**src/rtl/psum_accumulator.sv**
```systemverilog
// rtl/psum_accumulator.sv - partial-sum accumulator with round/shift/relu/saturate requantization
// Sums a counted run of adder-tree beats, then holds one requantized result until the consumer takes it.
module psum_accumulator #(
  parameter int ACC_DATA_WIDTH = 32,
  parameter int OUT_DATA_WIDTH = 8,
  parameter int CNT_WIDTH      = 16
) (
  input  logic                      clk_i,
  input  logic                      rst_ni,
  input  logic                      clear_i,
  input  logic                      start_i,
  input  logic [CNT_WIDTH-1:0]      num_acc_i,
  input  logic [4:0]                shift_i,
  input  logic                      relu_i,
  input  logic                      in_valid_i,
  output logic                      in_ready_o,
  input  logic [ACC_DATA_WIDTH-1:0] in_data_i,
  output logic                      out_valid_o,
  input  logic                      out_ready_i,
  output logic [OUT_DATA_WIDTH-1:0] out_data_o,
  output logic                      busy_o,
  output logic                      done_o
);

  localparam int SUM_W = ACC_DATA_WIDTH + CNT_WIDTH;
  localparam logic signed [SUM_W-1:0] OUT_MAX =
    {{(SUM_W-OUT_DATA_WIDTH+1){1'b0}}, {(OUT_DATA_WIDTH-1){1'b1}}};
  localparam logic signed [SUM_W-1:0] OUT_MIN =
    {{(SUM_W-OUT_DATA_WIDTH+1){1'b1}}, {(OUT_DATA_WIDTH-1){1'b0}}};

  typedef enum logic [1:0] {
    IDLE   = 2'd0,
    ACCUM  = 2'd1,
    OUTPUT = 2'd2
  } state_e;

  state_e                      state_q, state_d;
  logic signed [SUM_W-1:0]     acc_q, acc_d;
  logic [CNT_WIDTH-1:0]        cnt_q, cnt_d;
  logic [CNT_WIDTH-1:0]        num_acc_q, num_acc_d;
  logic [4:0]                  shift_q, shift_d;
  logic                        relu_q, relu_d;
  logic [OUT_DATA_WIDTH-1:0]   out_data_q, out_data_d;
  logic                        done_q, done_d;

  logic                        accept;
  logic                        last_beat;
  logic signed [SUM_W-1:0]     sum;
  logic signed [SUM_W-1:0]     rnd_add;
  logic signed [SUM_W-1:0]     rounded;
  logic signed [SUM_W-1:0]     shifted;
  logic signed [SUM_W-1:0]     clamped;
  logic [OUT_DATA_WIDTH-1:0]   requant;

  assign accept    = in_valid_i && (state_q == ACCUM);
  assign last_beat = (cnt_q == (num_acc_q - CNT_WIDTH'(1)));

  // Requantization always works on the sum that includes the current beat.
  always_comb begin
    sum     = acc_q + {{CNT_WIDTH{in_data_i[ACC_DATA_WIDTH-1]}}, in_data_i};
    rnd_add = (shift_q != 5'd0) ? (SUM_W'(1) << (shift_q - 5'd1)) : '0;
    rounded = sum + rnd_add;
    shifted = rounded >>> shift_q;
    clamped = (relu_q && (shifted < 0)) ? '0 : shifted;
    if (clamped > OUT_MAX) begin
      requant = OUT_MAX[OUT_DATA_WIDTH-1:0];
    end else if (clamped < OUT_MIN) begin
      requant = OUT_MIN[OUT_DATA_WIDTH-1:0];
    end else begin
      requant = clamped[OUT_DATA_WIDTH-1:0];
    end
  end

  always_ff @(posedge clk_i or negedge rst_ni) begin
    if (!rst_ni) begin
      state_q    <= IDLE;
      acc_q      <= '0;
      cnt_q      <= '0;
      num_acc_q  <= '0;
      shift_q    <= '0;
      relu_q     <= 1'b0;
      out_data_q <= '0;
      done_q     <= 1'b0;
    end else begin
      state_q    <= state_d;
      acc_q      <= acc_d;
      cnt_q      <= cnt_d;
      num_acc_q  <= num_acc_d;
      shift_q    <= shift_d;
      relu_q     <= relu_d;
      out_data_q <= out_data_d;
      done_q     <= done_d;
    end
  end

  always_comb begin
    state_d = state_q;
    if (clear_i) begin
      state_d = IDLE;
    end else begin
      case (state_q)
        IDLE:    if (start_i) state_d = ACCUM;
        ACCUM:   if (accept && last_beat) state_d = OUTPUT;
        OUTPUT:  if (out_ready_i) state_d = IDLE;
        default: state_d = IDLE;
      endcase
    end
  end

  always_comb begin
    acc_d      = acc_q;
    cnt_d      = cnt_q;
    num_acc_d  = num_acc_q;
    shift_d    = shift_q;
    relu_d     = relu_q;
    out_data_d = out_data_q;
    done_d     = 1'b0;
    if (clear_i) begin
      acc_d = '0;
      cnt_d = '0;
    end else begin
      case (state_q)
        IDLE: begin
          if (start_i) begin
            num_acc_d = (num_acc_i == '0) ? CNT_WIDTH'(1) : num_acc_i;
            shift_d   = shift_i;
            relu_d    = relu_i;
            acc_d     = '0;
            cnt_d     = '0;
          end
        end
        ACCUM: begin
          if (accept) begin
            acc_d = sum;
            cnt_d = cnt_q + CNT_WIDTH'(1);
            if (last_beat) out_data_d = requant;
          end
        end
        OUTPUT: begin
          if (out_ready_i) done_d = 1'b1;
        end
        default: ;
      endcase
    end
  end

  always_comb begin
    in_ready_o  = (state_q == ACCUM);
    out_valid_o = (state_q == OUTPUT);
    busy_o      = (state_q != IDLE);
    done_o      = done_q;
    out_data_o  = out_data_q;
  end

endmodule

```
**config.mk**
```make
export PLATFORM = sky130hd
export DESIGN_NAME = psum_accumulator
export DESIGN_NICKNAME = d
export VERILOG_FILES = /design/src/rtl/psum_accumulator.sv
export SDC_FILE = /design/constraint.sdc
export NUM_CORES = 1
export LEC_CHECK = 0
export ABC_AREA = 1
export BUFFER_PORTS_ARGS = -buffer_cell sky130_fd_sc_hd__buf_2
export CAP_MARGIN = 0
export CELL_PAD_IN_SITES_DETAIL_PLACEMENT = 0
export CELL_PAD_IN_SITES_GLOBAL_PLACEMENT = 1
export CORE_MARGIN = 10
export CORE_UTILIZATION = 44
export DETAILED_ROUTE_END_ITERATION = 10
export PLACE_DENSITY_LB_ADDON = 0.1
export SLEW_MARGIN = 30
export SYNTH_ARGS = -nofsm -noshare
export SYNTH_HDL_FRONTEND = slang
export SYNTH_SLANG_ARGS = --single-unit
export TNS_END_PERCENT = 20
```
**constraint.sdc**
```tcl
create_clock -name clk_i -period 5.3 [get_ports clk_i]
set_input_delay 0.265 -clock clk_i [delete_from_list [all_inputs] [get_ports clk_i]]
set_output_delay 0.265 -clock clk_i [all_outputs]
set_load 0.1 [all_outputs]
```
## Yosys cells after proc, flatten, opt, wreduce, memory -nomap -nowiden

Index checks and enable logic that the tools add are counted.

- Output and inout port bits: 12
- Logic and storage cells: 59
- Register bits: 97

- Add/subtract/negate cells: 5
- Bitwise logic cells: 1
- Shifts and indexed selects: 2
- Order comparisons: 3
- Multiplexer cells: 21
- Reduce and logical (&&, ||, !) cells: 12
- Eq/ne operators: 7

Operators by type and width:

| cell | count |
|---|---|
| 48-bit two-way mux | 5 |
| 48-bit adder | 2 |
| 48-bit case mux with 2 select lines | 1 |
| 16-bit two-way mux | 4 |
| 48-bit by 8-bit > comparator with 1-bit output (second input constant) | 1 |
| 48-bit by 1-bit less-than comparator with 1-bit output (second input constant) | 1 |
| 48-bit by 8-bit less-than comparator with 1-bit output (second input constant) | 1 |
| 1-bit by 5-bit << shifter with 48-bit output (first input constant) | 1 |
| 48-bit by 5-bit >>> shifter with 48-bit output | 1 |
| 16-bit case mux with 2 select lines | 1 |
| 16-bit by 1-bit adder with 16-bit output (second input constant) | 1 |
| 16-bit == test | 1 |
| 16-bit zero test | 1 |
| 8-bit two-way mux | 2 |
| 16-bit by 1-bit subtractor with 16-bit output (second input constant) | 1 |
| 3-bit by 2-bit != test with 1-bit output (second input constant) | 3 |
| 3-bit AND reduction | 3 |
| 2-bit two-way mux | 4 |
| 2-bit case mux with 3 select lines | 1 |
| 5-bit nonzero test | 1 |
| 5-bit by 1-bit subtractor with 5-bit output (second input constant) | 1 |
| 4-bit AND reduction | 1 |
| 1-bit logical AND | 3 |
| 1-bit two-way mux | 3 |
| other kinds (7) | 7 |

## Depth between registers and ports, before layout

- Depth after elaboration: 11
- Gate-level depth with buffers: 45
- Mapped depth without buffers: 45

## Worst setup path before layout

Ideal clock, no wire load.

- Kind: register to register
- From: register acc_q[2]
- To: register out_data_q[0] (netlist: out_data_o[0])
- Data required time: 5.180 ns
- Path slack: 0.657 ns
- Arrival: 4.523 ns
- Cell stages (with the launch flop): 33
- Clock period less this slack: 4.643 ns
- Path buffers: 1
- Cells stage by stage: dfrtp_1 ha_1 buf_6 nand3_1 nand3_1 nand2_1 nand2_1 a21oi_1 o31ai_1 xor2_1 ha_1 a21o_1 a31o_2 or2_2 a21oi_1 xor2_1 nand2_1 o21ai_0 or2_2 nand3_1 nand3_1 nand3_1 nand3_1 nor2_1 nand3_1 nor2_1 nand2_1 nor2_1 nand3_1 nand3_2 nand2_1 nand2_1 nand2_1

- Longest elaborated chain between the ends: 9
- Elaborated cells on any way between the ends: 10
- Those cells by class: add/sub (2); order compare (3); shift (1); mux (3); reduce/logical (1)

Ends and longest elaborated chain:

| item | RTL line | source |
|---|---|---|
| from (decl) | 38 | `logic signed [SUM_W-1:0] acc_q, acc_d;` |
| from (signal assigned) | 77 | `acc_q <= '0;` |
| from (signal assigned) | 86 | `acc_q <= acc_d;` |
| 48-bit adder * | 60 | `sum = acc_q + {{CNT_WIDTH{in_data_i[ACC_DATA_WIDTH-1]}}, in_data_i};` |
| 48-bit adder * | 62 | `rounded = sum + rnd_add;` |
| 48-bit by 5-bit >>> shifter with 48-bit output * | 63 | `shifted = rounded >>> shift_q;` |
| 48-bit by 1-bit less-than comparator with 1-bit output | 64 | `clamped = (relu_q && (shifted < 0)) ? '0 : shifted;` |
| 1-bit logical AND | 64 |  |
| 48-bit two-way mux * | 64 |  |
| 48-bit by 8-bit less-than comparator with 1-bit output | 67 | `end else if (clamped < OUT_MIN) begin` |
| 8-bit two-way mux | 67 |  |
| 8-bit two-way mux * | 65 | `if (clamped > OUT_MAX) begin` |
| to (signal assigned) | 91 | `out_data_q <= out_data_d;` |
| to (decl) | 43 | `logic [OUT_DATA_WIDTH-1:0] out_data_q, out_data_d;` |

Every way passes the cells marked *; elsewhere a longest branch is shown, timed or not.
A chain may end at the register's enable or synchronous reset.

## Worst setup path after layout

- From: register acc_q[0]
- To: register out_data_q[6] (netlist: out_data_o[6])

Same word-level chain as after synthesis.

==> results.md <==
| Group | Result | Reported |
| --- | --- | --- |
| pwr | Internal cell power | 3.16 mW |
| cells and area | Top library cells by usage in the layout, fill and taps aside | nand2_1, inv_1, buf_4 |
| placed design | Final weighted congestion in routability-driven placement | 1.03 |
| critical path | Worst-case reg-to-reg path depth | 41 |
| drt | Residual antenna-violating net count after detailed routing | 0 |
| global route | GRT Residual Overflow | 0 |
| synthesis | Main flop type after synthesis | dfrtp_1 |
| pwr | Switching power | 3.59 mW |
| synthesis | EDFF count, synth | 0 |
| timing | Final count of negative-setup-slack endpoints | 4 |
| pwr | Standby leakage power | 10.1 nW |
| global route | Global-route wire length before repair | 89800 um |
| drt | DRC violation count after routing | 0 |
| floorplanning | Number of standard-cell rows in the floorplan | 66 |
| floorplanning | Die boundary width | 202 um |
| clocking | Worst-Skew Late Latency | 380 ps |
| critical path | Critical Path End Type | register |
| pwr | Areal power density over the cells | 355 nW/um^2 |
| clocking | Number of CTS-inserted buffers | 9 |
| floorplanning | Count of boundary I/O pins | 72 |
| timing | Worst Setup Slack, final | -7.23 ps |
| synthesis | Combined area of all synthesized cells | 14600 sq um |
| job | Number of max-cap violations | 0 |
| timing | Setup repair after global routing missed its margin | true |
| critical path | Slowest library cell on the worst path | dfrtp_1 |
| floorplanning | Die extent in y | 202 um |
| critical path | Source of the worst register-to-register timing path | acc_q[0] |
| clocking | Level count of the clock H-tree | 3 |
| placed design | DP Cell Count | 3308 |
| global route | Number of antenna violations at the first check in global routing | 1 |
| cells and area | Most common cell after layout, fill and taps aside | nand2_1 |
| hold path | Count of cells along the worst hold path | 2 |
| clocking | Master cell of the clock root buffer | clkbuf_16 |
| clocking | Clock tree from TritonCTS | yes |
| pwr | Flop pwr share | 0.139 |
| drt | Vias after detailed routing | 17864 |
| synthesis | Average instance area after synthesis | 5.65 sq um |
| critical path | Startpoint Class | register |
| cells and area | Number of nets in the finished design | 3045 |
| timing | Highest Clock Rate | 188 MHz |
| timing | Tightest slew margin relative to the limit | 0.391 |
| outcome | Failing checks | setup timing |
| synthesis | Total of warnings raised by yosys | 0 |
| cells and area | Storage element area | 2430 sq um |
| placed design | Detailed Place HPWL | 47000 um |
| global route | Number of global-route vias before repair | 17001 |
| synthesis | Instance count of the mapped netlist | 2584 |
| clocking | CTS clock-pin slew for the worst setup and hold paths | 80 ps |
| synthesis | Async set-or-reset flop fraction in the synthesized netlist | 1.00 |
| global route | Maximum number of pins on one net before global-route repair | 62 |
| placed design | Placed inst area | 17300 sq um |
| critical path | Flop-to-flop setup slack | -7 ps |
| floorplanning | Placeable Area | 32600 sq um |
| timing | Part of the cycle the worst path needs | 1.00 |
| cells and area | Non-filler cells, final | 3349 |
| outcome | Run status | finished, violations left |
| timing | Transition time at the pin with the least slew margin | 910 ps |
| cells and area | Area used by multi-input combinational logic | 11800 sq um |
| critical path | Critical-path maximum fanout | 7 |
| drt | Number of iterations in the first detailed-routing pass | 5 |
| timing | Hold violation count in the final report | 0 |
| cells and area | Fin area | 19000 sq um |
| cells and area | Filler Cell Count | 3370 |
| pwr | Switching part of the total power | 0.532 |
| synthesis | Sequential element share of the synthesized area | 0.166 |
| synthesis | Flop and latch count out of synthesis | 97 |
| global route | All-Layer GR Usage | 0.269 |
| timing | Final worst path period need | 5310 ps |
| cells and area | Area added between synthesis and finish | 30.5% |
| clocking | CTS sink count | 97 |
| placed design | Number of buffer cells added on primary ports | 71 |
| cells and area | Count of inserted antenna diode cells | 0 |
| critical path | Type of the worst setup path | register to register |
| critical path | Reg-to-reg endpoint | out_data_o[6] |
| drt | Number of DRC markers in iteration 0 | 1440 |
| pwr | Maximum vdd ir drop | 0.000195 V |
| floorplanning | Floorplan die area | 40900 sq um |
| clocking | Number of buffers on the longest clock path | 2 |
| pwr | Clk pwr share | 0.108 |
| pwr | Combinational share of power | 0.753 |
| critical path | Crit path largest cell delay | 360 ps |
| critical path | Arrival @ worst endpoint | 5580 ps |
| synthesis | Synthesized net count | 2727 |
| critical path | Cell occurring most often along the worst timing path | nand2_1 |
| hold path | Class of the tightest hold or removal check | input port to register |
| synthesis | Distinct cells, synth | 54 |
| cells and area | Share of final-layout standard cells stronger than drive strength 1 | 0.260 |
| drt | Average via count per standard cell | 5.33 |
| hold path | Hold path startpoint | out_ready_i |
| drt | Drt wl/cell | 17.1 um |
| floorplanning | Initial core utilization | 0.447 |
| drt | Wirelength, routed | 57100 um |
| timing | Worst-case clock skew | 12.1 ps |
| timing | Pins over their slew limit | 0 |
| critical path | Required arrival time at the worst endpoint | 5570 ps |
| hold path | Worst Hold Endpoint | state_q[1] |
| timing | Accumulated negative setup slack | -13.2 ps |
-- through the flow --
stage          total power [mW]  setup WS [ps]   util  hold slack, ps
2_1_floorplan              3.84            657      -           -30.6
3_3_place_gp               5.54           -356  0.530             276
3_5_place_dp               5.55           -373  0.530             285
4_1_cts                    6.39           5.01  0.550            81.7
5_1_grt                    7.34           -410  0.584             108
6_report                   6.76          -7.23  0.584             102
-- Yosys cell counts (all sizes together) (2+ instances only) --
library cell / number / area (sq um)
a21o: 4 / 30.0
a21oi: 86 / 434
a22o: 28 / 245
a22oi: 2 / 15.0
a31o: 2 / 17.5
a31oi: 10 / 62.6
buf: 37 / 206
clkbuf: 32 / 120
clkinv: 5 / 18.8
dfrtp: 97 / 2430
fa: 2 / 40.0
ha: 81 / 1010
inv: 349 / 1310
nand2: 927 / 3630
nand3: 349 / 1820
nand3b: 6 / 48.8
nand4: 34 / 213
nor2: 258 / 1090
nor3: 28 / 155
nor4: 8 / 50.1
o2111ai: 5 / 43.8
o211ai: 11 / 82.6
o21a: 4 / 30.0
o21ai: 100 / 508
o21bai: 7 / 52.6
o22ai: 4 / 25.0
or2: 15 / 93.8
xnor2: 29 / 254
xor2: 55 / 482
-- registers in the layout, indices dropped and copies added, names as in the netlist --
name and cells:
acc_q 48, cnt_q 16, num_acc_q 16, out_data_o 8, shift_q 5, state_q 2
done_o 1, relu_q 1
-- final cells by class --
class,instances,area share
clock buffer,10,0.0125
clock inverter,6,0.00401
inverter,354,0.0700
multi-input combinational,2064,0.617
sequential,97,0.128
tap,442,0.0290
timing repair buffer,376,0.140
-- layer usage --
metal	track usage	up-vias	part of all wire	wire length, um
li1	-	8932	-	-
met1	0.367	8361	0.47	26600
met2	0.443	490	0.45	25900
met3	0.0270	79	0.053	3010
met4	0.0730	2	0.027	1570
met5	0	-	0.00023	13
-- what timing repair did --
action,in CTS,in global routing
setup buffers,5,19
endpoints found under the hold margin,36,0
hold buffers,1,0
gates resized for setup,55,207
endpoints found under the setup margin,7,7
pin swaps,10,61
-- worst max-delay path by stage --
stage / start / end / slack (ps) / cells after the start
6_report: acc_q[0] / out_data_o[6] / -7 / 41
3_3_place_gp: in_data_i[0] / out_data_o[1] / -360 / 39
4_1_cts: acc_q[0] / out_data_o[5] / 5 / 41
5_1_grt: acc_q[0] / out_data_o[0] / -410 / 43
3_5_place_dp: in_data_i[0] / out_data_o[5] / -370 / 38
2_1_floorplan: acc_q[2] / out_data_o[0] / 660 / 32
-- power groups by stage --
| stage | clock network, mW | registers, mW | logic [mW] |
|---|---|---|---|
| final | 0.729 | 0.941 | 5.09 |
| after floorplan | 0 | 0.897 | 2.94 |
| after CTS | 0.748 | 0.933 | 4.71 |
| after detailed placement | 0 | 0.943 | 4.61 |
| after global routing | 0.773 | 0.954 | 5.62 |
| after global placement | 0 | 0.940 | 4.60 |
-- critical path, delay by kind of cell, from the launching register on --
family / cells / cell delay (ps)
compound gates: 3 / 380
xor+xnor: 2 / 260
fa+ha+maj: 3 / 840
buf+inv: 7 / 740
flops: 1 / 360
simple gates: 26 / 2610
-- logic make-up (layout without fill, tap and decap cells) --
kind of cell / after synthesis / count (layout) / synth area share
flip-flops: 97 / 97 / 0.166
multiplexers: 1 / 1 / 0.000686
XOR/XNOR: 84 / 84 / 0.0504
other: 1 / 1 / 0.000257
AO/OA/AOI/OAI: 267 / 267 / 0.108
AND/OR/NAND/NOR: 1628 / 1628 / 0.488
buffers and inverters: 423 / 746 / 0.114
adder cells (fa/ha/maj): 83 / 83 / 0.0722
(Power assumes the default switching activity.)
